[config.mk]
export PLATFORM = sky130hd
export DESIGN_NAME = sram_axi_bridge
export DESIGN_NICKNAME = d
export VERILOG_FILES = /design/src/rtl/cpu_axi_pkg.sv /design/src/rtl/sram_axi_bridge.sv
export SDC_FILE = /design/constraint.sdc
export NUM_CORES = 1
export LEC_CHECK = 0
export CAP_MARGIN = 25
export CORE_AREA = 2 2 126 128
export DETAILED_ROUTE_END_ITERATION = 7
export DIE_AREA = 0 0 128 130
export PLACE_DENSITY = 0.85
export SLEW_MARGIN = 40
export SYNTH_ARGS = -nofsm -noshare
export SYNTH_HDL_FRONTEND = slang
export SYNTH_SLANG_ARGS = --single-unit
[constraint.sdc]
create_clock -name clk -period 11.85 [get_ports clk]
set_clock_uncertainty 0.05 [all_clocks]
set_input_delay 3.555 -clock clk [delete_from_list [all_inputs] [get_ports clk]]
set_output_delay 3.555 -clock clk [all_outputs]
set_load 0.01 [all_outputs]
[src/rtl/cpu_axi_pkg.sv]
// Shared encodings for the CPU-to-AXI bridge: FSM states, transaction owner
// and the fixed single-beat AXI transfer attributes.
package cpu_axi_pkg;

  typedef enum logic [2:0] {
    S_IDLE = 3'd0,
    S_AR   = 3'd1,
    S_R    = 3'd2,
    S_AW_W = 3'd3,
    S_B    = 3'd4
  } state_t;

  typedef enum logic {
    OWN_INST = 1'b0,
    OWN_DATA = 1'b1
  } owner_t;

  // Every transfer is one 32-bit beat.
  localparam logic [3:0] LEN0       = 4'd0;
  localparam logic [2:0] SIZE_WORD  = 3'b010;
  localparam logic [1:0] BURST_INCR = 2'b01;

endpackage

[src/rtl/sram_axi_bridge.sv]
// Merges the CPU instruction and data SRAM-like ports onto one AXI master,
// one transaction in flight, data port winning any same-cycle contention.
module sram_axi_bridge
  import cpu_axi_pkg::*;
#(
  parameter logic [3:0] INST_ID = 4'd0,
  parameter logic [3:0] DATA_ID = 4'd1
) (
  input  logic        clk,
  input  logic        reset,
  input  logic        inst_req,
  input  logic [31:0] inst_addr,
  output logic        inst_addr_ok,
  output logic        inst_data_ok,
  output logic [31:0] inst_rdata,
  input  logic        data_req,
  input  logic        data_wr,
  input  logic [3:0]  data_size,
  input  logic [31:0] data_addr,
  input  logic [31:0] data_wdata,
  output logic        data_addr_ok,
  output logic        data_data_ok,
  output logic [31:0] data_rdata,
  output logic [3:0]  arid,
  output logic [31:0] araddr,
  output logic        arvalid,
  input  logic        arready,
  input  logic [3:0]  rid,
  input  logic [31:0] rdata,
  input  logic        rvalid,
  output logic        rready,
  output logic [31:0] awaddr,
  output logic        awvalid,
  input  logic        awready,
  output logic [31:0] wdata,
  output logic [3:0]  wstrb,
  output logic        wvalid,
  input  logic        wready,
  input  logic        bvalid,
  output logic        bready
);

  state_t      r_state;
  state_t      w_next;
  owner_t      r_owner;
  logic [31:0] r_addr;
  logic [31:0] r_wdata;
  logic [3:0]  r_wstrb;
  logic        r_awDone;
  logic        r_wDone;
  logic [31:0] r_instRdata;
  logic [31:0] r_dataRdata;
  logic        r_instDataOk;
  logic        r_dataDataOk;
  logic        w_instAddrOk;
  logic        w_dataAddrOk;
  logic        w_awDoneNow;
  logic        w_wDoneNow;
  logic [3:0]  w_arid;

  assign w_awDoneNow = r_awDone | awready;
  assign w_wDoneNow  = r_wDone  | wready;
  assign w_arid      = (r_owner == OWN_DATA) ? DATA_ID : INST_ID;

  always_ff @(posedge clk or posedge reset) begin
    if (reset) r_state <= S_IDLE;
    else       r_state <= w_next;
  end

  // Acceptance is gated by reset so no addr_ok escapes while reset is held.
  always_comb begin
    w_next       = r_state;
    w_instAddrOk = 1'b0;
    w_dataAddrOk = 1'b0;
    case (r_state)
      S_IDLE: begin
        if (reset) begin
          w_next = S_IDLE;
        end else if (data_req) begin
          w_dataAddrOk = 1'b1;
          w_next       = data_wr ? S_AW_W : S_AR;
        end else if (inst_req) begin
          w_instAddrOk = 1'b1;
          w_next       = S_AR;
        end
      end
      S_AR:    if (arready) w_next = S_R;
      S_R:     if (rvalid) w_next = S_IDLE;
      S_AW_W:  if (w_awDoneNow && w_wDoneNow) w_next = S_B;
      S_B:     if (bvalid) w_next = S_IDLE;
      default: w_next = S_IDLE;
    endcase
  end

  always_ff @(posedge clk or posedge reset) begin
    if (reset) begin
      r_owner      <= OWN_INST;
      r_addr       <= '0;
      r_wdata      <= '0;
      r_wstrb      <= '0;
      r_awDone     <= 1'b0;
      r_wDone      <= 1'b0;
      r_instRdata  <= '0;
      r_dataRdata  <= '0;
      r_instDataOk <= 1'b0;
      r_dataDataOk <= 1'b0;
    end else begin
      r_instDataOk <= 1'b0;
      r_dataDataOk <= 1'b0;
      if (w_dataAddrOk) begin
        r_owner  <= OWN_DATA;
        r_addr   <= data_addr;
        r_wdata  <= data_wdata;
        r_wstrb  <= data_size;
        r_awDone <= 1'b0;
        r_wDone  <= 1'b0;
      end else if (w_instAddrOk) begin
        r_owner  <= OWN_INST;
        r_addr   <= inst_addr;
      end
      if (r_state == S_AW_W) begin
        if (awready) r_awDone <= 1'b1;
        if (wready)  r_wDone  <= 1'b1;
      end
      // Read data lands in the owner's register; the ok pulse follows one cycle later.
      if (r_state == S_R && rvalid) begin
        if (r_owner == OWN_INST) begin
          r_instRdata  <= rdata;
          r_instDataOk <= 1'b1;
        end else begin
          r_dataRdata  <= rdata;
          r_dataDataOk <= 1'b1;
        end
      end
      if (r_state == S_B && bvalid) r_dataDataOk <= 1'b1;
    end
  end

  assign inst_addr_ok = w_instAddrOk;
  assign data_addr_ok = w_dataAddrOk;
  assign inst_data_ok = r_instDataOk;
  assign data_data_ok = r_dataDataOk;
  assign inst_rdata   = r_instRdata;
  assign data_rdata   = r_dataRdata;

  assign arid    = w_arid;
  assign araddr  = r_addr;
  assign arvalid = (r_state == S_AR);
  assign rready  = (r_state == S_R);
  assign awaddr  = r_addr;
  assign awvalid = (r_state == S_AW_W) && !r_awDone;
  assign wdata   = r_wdata;
  assign wstrb   = r_wstrb;
  assign wvalid  = (r_state == S_AW_W) && !r_wDone;
  assign bready  = (r_state == S_B);

  a_ridMatch: assert property (@(posedge clk) disable iff (reset)
    (r_state == S_R && rvalid) |-> (rid == w_arid));

endmodule

==> results of run 1 <==
-- flip-flops by register name, indices dropped and copies added (netlist names) --
| signal | flops |
|---|---|
| data_rdata | 32 |
| inst_rdata | 32 |
| wdata | 32 |
| inst_data_ok | 1 |
| r_awDone | 1 |
| araddr | 32 |
| data_data_ok | 1 |
| r_owner | 1 |
| r_state | 3 |
| wstrb | 4 |
| r_wDone | 1 |
-- worst max-delay path by stage --
stage           from           end  slack [ps]  depth (start not counted)
2_1_floorplan  reset  inst_addr_ok        3820                          4
3_3_place_gp   reset  inst_addr_ok        2260                          5
3_5_place_dp   reset  data_addr_ok        2460                          5
4_1_cts        reset  data_addr_ok        2460                          5
5_1_grt        reset  data_addr_ok        2390                          5
6_report       reset  data_addr_ok        2480                          5
-- worst max-delay path, cell delays in order --
cell and delay (ps):
clkdlybuf4s50_1 520, nor4_4 390, nand2_2 150, clkinv_2 460, clkdlybuf4s50_1 660
-- synth_stat cells (all sizes together) (2+ instances only) --
cell type / count / share of area, %
dfrtp: 140 / 59
mux2: 100 / 19
buf: 54 / 7.0
nor2: 39 / 2.5
mux2i: 33 / 5.6
a21oi: 32 / 2.7
nand2: 11 / 0.78
inv: 5 / 0.32
clkbuf: 3 / 0.19
a22o: 2 / 0.30
nand3: 2 / 0.25
nor4b: 2 / 0.30
o22ai: 2 / 0.21
-- cells by family (layout without fill, tap and decap cells) --
family,after synthesis,in the layout,synth area share [%]
AOI/OAI and AO/OA,39,39,3.57
and+or+nand+nor,60,60,5.01
DFF,140,140,59.2
other,1,3,0.0633
buffers and inverters,63,355,7.61
muxes,133,133,24.6
-- power by group through the flow --
stage | Combinational [uW] | Sequential [uW] | Clock, uW
after CTS | 1190 | 870 | 544
final | 1170 | 868 | 532
after detailed placement | 1190 | 875 | 0
after global placement | 1160 | 856 | 0
after global routing | 1250 | 900 | 566
after floorplan | 449 | 955 | 0
-- stage by stage --
stage                     hold WS (ps)  area, sq um  setup slack, ps
final                              434         9540             2480
after global routing               448         9540             2390
after CTS                          438         9530             2460
after detailed placement           425         8930             2460
after global placement             418         8920             2260
after floorplan                    447         5930             3820
-- cell type report --
type / count / share of cell area, %
sequential: 140 / 36.7
timing repair buffer: 318 / 33.3
multi-input combinational: 235 / 20.9
clock buffer: 23 / 5.12
tap: 192 / 2.52
clock inverter: 8 / 1.13
inverter: 6 / 0.302
-- layer usage --
layer	up-vias	GRT usage (%)	wire, um
li1	2029	-	-
met1	2187	18.8	5630
met3	29	8.00	1390
met5	-	0	0
met4	0	7.95	473
met2	197	35.4	8760
==> reports/metrics.cfg, run 1 <==
[status]
outcome=finished clean

[min_path]
min_from=wdata[8]
hp-class=flop to flop
hold_end=wdata[8]
holdPathStages=1

[global_route]
antenna_found_initial=0
overflow=0
track_usage_pct=19.1
grt_pass1_wl_um=24400
grt_pass1_vias=4750
grt_start_max_net_pins=74

[critical_path]
worstSetupPathType=input pin to output port
timing.rr.end=wdata[31]
worst_r2r_path_depth=4
critical_path_arrival_ps=5760
cp.required_ps=8250
startpoint_type=input pin
r2r_start=r_state[0]
cp_max_fo=37
end_kind=output port
r2r_setup_slack_ps=9700

[finish]
final_cell_mix=clkdlybuf4s50_1, dfrtp_1, mux2_2
fillCellCount=1189
antenna_cells=0
mostFrequentLayoutCell=clkdlybuf4s50_1
multi_input_comb_area_sq_mm=0.00199
layout-drive-gt1-share_pct=15.2
synthToLayoutAreaGrowth_pct=61.0
seq_area_sq_mm=0.00350
nNetsFinal=864
final_util_pct=61.8
final_cells=922

[placement]
dpl.hpwl_um=12200
dp_cells=891
gp_congestion=0.776
port-buffer-count=315

[route]
viasPerCell=4.82
wire_per_inst_um=17.6
ant_nets=0
drcViolationCount=0
drtIter0Drc=109
wl_um=16300
dr.pass1.iters=4
vias=4442

[clock_tree]
cts_made_buffers=17
cts_max_level=4
clock_sinks=140
root_buffer=clkbuf_16
clk_pin_slew_worst_paths_ps=60
insertion_delay_ps=400
clockBufferDepth=2
post_cts_buffers=0
ctsResizeCount=0
tritoncts=built
cts_hold_buf=0

[power_and_ir_drop]
clkPwrFrac_pct=20.7
comb_power_share_pct=45.6
power_uw=2570
leakage_uw=0.00416
ir_drop_uv=138
internal_power_uw=1770
seqPwrFrac_pct=33.7
p_sw_share_pct=31.1
p_sw_uw=801
p_per_area_mw_per_mm2=270

[die]
row_count=46
core_area_sq_mm=0.0154
fp.dieArea_sq_mm=0.0166
initial_core_util_pct=38.4
die_w_um=128
die_h_um=130
io_pins=323

[logic_synthesis]
postSynthCellCount=436
ys_seq_area_share_pct=59.2
yosys_warnings=0
syn_avg_cell_area_sq_um=13.6
synth.distinct_cells=30
synth_edf_count=0
async_flop_share_pct=100
synth.cell_area_sq_mm=0.00592
ys_seq_elements=140
ys.flop_type=dfrtp_1

[timing]
period_share_pct=79.0
rsz0062_at_grt=no
fmax_ghz=0.107
fin_setup_tns_ps=0
tightest_slew_ps=644
setup_viol=0
period_needed_ps=9370
max_slew_margin_pct=57.1
final-hold-violation-count=0
slew_violations=0

[job]
drv_cap=0

Power figures use the tool's default switching activity.
==> run 2, diff against run 1 <==
--- a/config.mk
+++ b/config.mk
@@ -6,10 +6,10 @@
 export NUM_CORES = 1
 export LEC_CHECK = 0
 export CAP_MARGIN = 25
-export CORE_AREA = 2 2 126 128
+export CORE_MARGIN = 2
+export CORE_UTILIZATION = 39
 export DETAILED_ROUTE_END_ITERATION = 7
-export DIE_AREA = 0 0 128 130
-export PLACE_DENSITY = 0.85
+export PLACE_DENSITY = 0.86
 export SLEW_MARGIN = 40
 export SYNTH_ARGS = -nofsm -noshare
 export SYNTH_HDL_FRONTEND = slang
==> constraint.sdc (replaced) <==
create_clock -name clk -period 9.5 [get_ports clk]
set_clock_uncertainty 0.05 [all_clocks]
set_input_delay 2.85 -clock clk [delete_from_list [all_inputs] [get_ports clk]]
set_output_delay 2.85 -clock clk [all_outputs]
set_load 0.01 [all_outputs]
==> run 2 against run 1 <==
Sequential cell count stayed put. Critical endpoint is now inst_addr_ok. Global-route usage grew 1.6 points. Clock power up 28%. Largest power group unchanged. Sequential share of layout area decreased by 0.12 points. Register-to-register slack worse by 2400 ps. Final cell count shrank 0.22%. Design area grew 0.31%. Non-clock buffer count is 2 higher.
==> reports/metrics.cfg, run 2 (synthesis gave the netlist of run 1 again) <==
[status]
outcome=finished clean

[route]
drcViolationCount=0  ; unchanged
wl_um=16500  ; +1.7%
viasPerCell=4.88  ; +1.2%
wire_per_inst_um=18.0  ; +2.0%
wl_met1_um=5850  ; +3.9%
vias=4487  ; +1.0%
wl_met3_um=1390  ; +0.36%
drtIter0Drc=170  ; +56%
dr.pass1.iters=4  ; unchanged
ant_nets=0  ; unchanged
top_layer=met4
wl_met2_um=8810  ; +0.51%

[finish]
synthToLayoutAreaGrowth_pct=61.5
multi_input_comb_area_sq_mm=0.00199  ; unchanged
mostFrequentLayoutCell=clkdlybuf4s50_1
nNetsFinal=866  ; +0.23%
fin_area_sq_mm=0.00957  ; +0.31%
layout-drive-gt1-share_pct=15.2  ; -0.042 points
final_cells=920  ; -0.22%
antenna_cells=0  ; unchanged
seq_area_sq_mm=0.00350  ; unchanged
fillCellCount=1134  ; -4.6%
final_cell_mix=clkdlybuf4s50_1, dfrtp_1, mux2_2

[critical_path]
r2r_setup_slack_ps=7280  ; -2420 ps
worstSetupPathType=input pin to output port
startpoint_type=input pin
r2r_start=r_state[1]
cp_max_fo=34  ; -8.1%
end_kind=output port
cp.required_ps=6600  ; -1650 ps
worst_r2r_path_depth=5  ; +1
critical_path_arrival_ps=4830  ; -930 ps
timing.rr.end=inst_rdata[12]

[global_route]
grt_pass1_wl_um=25500  ; +4.5%
track_usage_pct=20.7  ; +1.6 points
grt_start_max_net_pins=77  ; +4.1%
antenna_found_initial=0  ; unchanged
overflow=0  ; unchanged
grt_pass1_vias=4799  ; +1.0%

[clock_tree]
cts_made_buffers=17  ; unchanged
ctsResizeCount=0  ; unchanged
tritoncts=built
insertion_delay_ps=410  ; about the same
clock_sinks=140  ; unchanged
post_cts_buffers=0  ; unchanged
cts_hold_buf=0  ; unchanged
root_buffer=clkbuf_16
clockBufferDepth=2  ; unchanged
cts_max_level=4  ; unchanged
clk_pin_slew_worst_paths_ps=60  ; about the same

[timing]
setup_viol=0  ; unchanged
setup_ws_ps=1770  ; -715 ps
period_share_pct=81.4
tightest_slew_ps=704  ; +60.0 ps
max_slew_margin_pct=53.1  ; -4.0 points
fin_setup_tns_ps=0  ; unchanged
rsz0062_at_grt=no
fmax_ghz=0.129
slew_violations=0  ; unchanged
period_needed_ps=7730
final-hold-violation-count=0  ; unchanged

[die]
io_pins=323  ; unchanged
fp.dieArea_sq_mm=0.0162  ; -2.7%
die_w_um=127  ; -0.61%
initial_core_util_pct=39.4  ; +1.0 points
die_h_um=127  ; -2.1%
row_count=45  ; -2.2%
core_area_sq_mm=0.0150  ; -2.5%

[placement]
placed_area_sq_mm=0.00896  ; +0.28%
gp_congestion=0.768  ; -0.99%
dp_cells=889  ; -0.22%
port-buffer-count=315  ; unchanged
dpl.hpwl_um=12600  ; +3.1%
pre_cts_ws_ps=1760  ; -700 ps

[power_and_ir_drop]
leakage_uw=0.00417  ; +0.16%
p_per_area_mw_per_mm2=338  ; +25%
ir_drop_uv=181  ; +31%

[job]
drv_cap=0  ; unchanged

[min_path]
min_from=wdata[1]
hold_end=wdata[1]
holdPathStages=1  ; unchanged
hp-class=flop to flop

-- run 2: cell count changes in the layout (fill, tap and decap cells not counted), moves of 2 or more --
| cell | previous run | this run |
|---|---|---|
| clkbuf_8 | 4 | 0 |
| bufinv_16 | 2 | 4 |
| inv_6 | 3 | 1 |
| clkinv_4 | 2 | 4 |
| clkbuf_1 | 2 | 4 |
-- run 2: final cells by class --
class / instances / share of cell area [%]
inverters: 6 / 0.301
well taps: 188 / 2.46
flip-flops and latches: 140 / 36.6
multi-input cells: 235 / 20.8
repair buffers: 320 / 33.5
clock inverters: 10 / 1.75
clock buffers: 21 / 4.60
-- run 2: stage by stage --
stage	hold WS, ps	util, %	power [uW]
2_1_floorplan	447	-	1750
3_3_place_gp	417	59.4	2510
3_5_place_dp	424	59.6	2570
4_1_cts	440	63.6	3270
5_1_grt	455	63.6	3410
6_report	437	63.6	3230
-- run 2: routing by layer --
layer	vias to the layer above	track usage [%]
met5	-	0
met4	0	8.73
met3	31	8.42
met2	211	37.0
met1	2205	21.5
li1	2040	-
-- run 2: power by group --
group	total [uW]	leakage (uW)	switching [uW]	internal [uW]
sequential	1090	0.00166	197	893
clock	683	0.000291	244	439
combinational	1460	0.00221	552	903
total	3230	0.00417	993	2240
-- run 2: worst max path at each step --
stage,from,end,slack [ps],depth (start not counted)
floorplan,reset,araddr[0],2840,1
global placement,reset,inst_addr_ok,1780,6
detailed placement,reset,inst_addr_ok,1760,6
CTS,reset,inst_addr_ok,1750,6
global route,reset,inst_addr_ok,1660,6
finish,reset,inst_addr_ok,1770,6
-- run 2: critical path, stage by stage --
cell and delay [ps]:
clkdlybuf4s50_1 520, nor4_4 370, nand2_2 80, buf_4 300, nor2_1 150, clkdlybuf4s50_1 560
==> run 3, diff against run 2 <==
==> constraint.sdc (replaced) <==
create_clock -name clk -period 7.4 [get_ports clk]
set_clock_uncertainty 0.05 [all_clocks]
set_input_delay 2.22 -clock clk [delete_from_list [all_inputs] [get_ports clk]]
set_output_delay 2.22 -clock clk [all_outputs]
set_load 0.01 [all_outputs]
==> run 3 against run 2 <==
Sequential cell count did not move. Critical path depth shrank 1. Sequential power is 28% higher. Utilization increased by 0.21 points. Clock power rose by 31%. Critical path type unchanged. Largest power group unchanged.
==> reports/metrics.cfg, run 3 (synthesis gave the netlist of run 1 again) <==
[power_and_ir_drop]
p_per_area_mw_per_mm2=433  ; +28%
comb_power_share_pct=44.9  ; -0.2 points
p_sw_uw=1280  ; +29%
clkPwrFrac_pct=21.5  ; +0.4 points
internal_power_uw=2880  ; +29%
p_sw_share_pct=30.8  ; about the same
ir_drop_uv=257  ; +42%
seqPwrFrac_pct=33.6  ; -0.2 points
leakage_uw=0.00417  ; +0.21%

[clock_tree]
cts_made_buffers=17  ; unchanged
cts_hold_buf=0  ; unchanged
clock_sinks=140  ; unchanged
ctsResizeCount=0  ; unchanged
insertion_delay_ps=410  ; about the same
post_cts_buffers=0  ; unchanged
clk_pin_slew_worst_paths_ps=60  ; about the same
tritoncts=built
cts_max_level=4  ; unchanged
clockBufferDepth=2  ; unchanged
root_buffer=clkbuf_16

[timing]
setup_viol=0  ; unchanged
tightest_slew_ps=739  ; +34.9 ps
fin_setup_tns_ps=0  ; unchanged
slew_violations=0  ; unchanged
final-hold-violation-count=0  ; unchanged
period_share_pct=83.4
fmax_ghz=0.162
max_slew_margin_pct=50.7  ; -2.3 points
period_needed_ps=6170
rsz0062_at_grt=no

[finish]
fillCellCount=1115  ; -1.7%
final_cell_mix=clkdlybuf4s50_1, dfrtp_1, mux2_2
layout-drive-gt1-share_pct=15.4  ; +0.25 points
mostFrequentLayoutCell=clkdlybuf4s50_1
final_cells=922  ; +0.22%
nNetsFinal=866  ; unchanged
synthToLayoutAreaGrowth_pct=62.1

[critical_path]
startpoint_type=input pin
slowest_stage=clkdlybuf4s50_1
critical_path_arrival_ps=3900  ; -930 ps
cp_slowest_stage_delay_ps=540  ; -20 ps
cp_common_cell=clkdlybuf4s50_1
cp.required_ps=5130  ; -1470 ps
path_cells=clkdlybuf4s50_1, nor4_4, nand2_2, clkinv_2, clkdlybuf4s50_1
worstSetupPathType=input pin to output port
cp_max_fo=4  ; -88%
end_kind=output port

[route]
vias=4474  ; -0.29%
drcViolationCount=0  ; unchanged
viasPerCell=4.85  ; -0.51%
wire_per_inst_um=17.5  ; -2.4%
wl_um=16200  ; -2.2%
drtIter0Drc=156  ; -8.2%
dr.pass1.iters=4  ; unchanged
ant_nets=0  ; unchanged

[global_route]
grt_pass1_vias=4627  ; -3.6%
grt_pass1_wl_um=24800  ; -3.0%
overflow=0  ; unchanged
antenna_found_initial=1  ; +1
grt_start_max_net_pins=82  ; +6.5%
track_usage_pct=19.9  ; -0.79 points

[die]
core_area_sq_mm=0.0150  ; unchanged
io_pins=323  ; unchanged
row_count=45  ; unchanged
die_h_um=127  ; unchanged
fp.dieArea_sq_mm=0.0162  ; unchanged
die_w_um=127  ; unchanged
initial_core_util_pct=39.4  ; unchanged

[status]
outcome=finished clean

[placement]
gp_congestion=0.780  ; +1.6%
dp_cells=889  ; unchanged
dpl.hpwl_um=12200  ; -3.1%
port-buffer-count=315  ; unchanged

[min_path]
hp-class=flop to flop

[job]
drv_cap=0  ; unchanged

-- run 3: final timing paths --
path	startpoint	endpoint	slack, ps	depth (start not counted)
worst max register to register	r_state[1]	inst_rdata[26]	5160	5
worst min register to register	wdata[14]	wdata[14]	430	1
worst max-delay path	reset	data_addr_ok	1230	5
max in group asynchronous	reset	wdata[5]	3930	3
min in group asynchronous	reset	araddr[5]	2340	2
worst min-delay path	wdata[14]	wdata[14]	430	1
-- run 3: through the flow --
| stage | total power, uW | setup WS, ps | utilization [%] | cell area [sq um] | hold WS (ps) |
|---|---|---|---|---|---|
| CTS | 4210 | 1210 | 63.8 | 9590 | 438 |
| global placement | 3220 | 1220 | 59.4 | 8930 | 418 |
| detailed placement | 3290 | 1210 | 59.6 | 8970 | 424 |
| floorplan | 2250 | 1370 | - | 5930 | 447 |
| finish | 4160 | 1230 | 63.8 | 9600 | 434 |
| global route | 4380 | 1150 | 63.8 | 9590 | 449 |
-- run 3: area by class of cell --
class / instances / area [sq um] / area share, %
Timing Repair Buffer: 320 / 3210 / 33.5
Clock inverter: 12 / 188 / 1.96
Antenna cell: 1 / 2.50 / 0.0261
Clock buffer: 20 / 437 / 4.55
Inverter: 6 / 28.8 / 0.300
Tap cell: 188 / 235 / 2.45
Multi-Input combinational cell: 235 / 1990 / 20.7
Sequential cell: 140 / 3500 / 36.5
-- run 3: worst max-delay path: cells and delay by family --
kind                   cells  cell delay [ps]
and+or+nand+nor            2              520
buffers and inverters      3             1160
-- run 3: routing by layer --
metal | GRT usage, % | vias up | share of wire [%]
met1 | 21.3 | 2200 | 36
met3 | 7.62 | 24 | 8.0
met5 | 0 | - | 0
met2 | 35.9 | 199 | 54
met4 | 7.11 | 0 | 1.8
li1 | - | 2051 | -
-- run 3: power by group through the flow --
| stage | clock network [uW] | logic [uW] | registers [uW] |
|---|---|---|---|
| floorplan | 0 | 720 | 1530 |
| global route | 949 | 1990 | 1440 |
| global placement | 0 | 1840 | 1370 |
| CTS | 915 | 1890 | 1400 |
| finish | 895 | 1870 | 1400 |
| detailed placement | 0 | 1880 | 1410 |
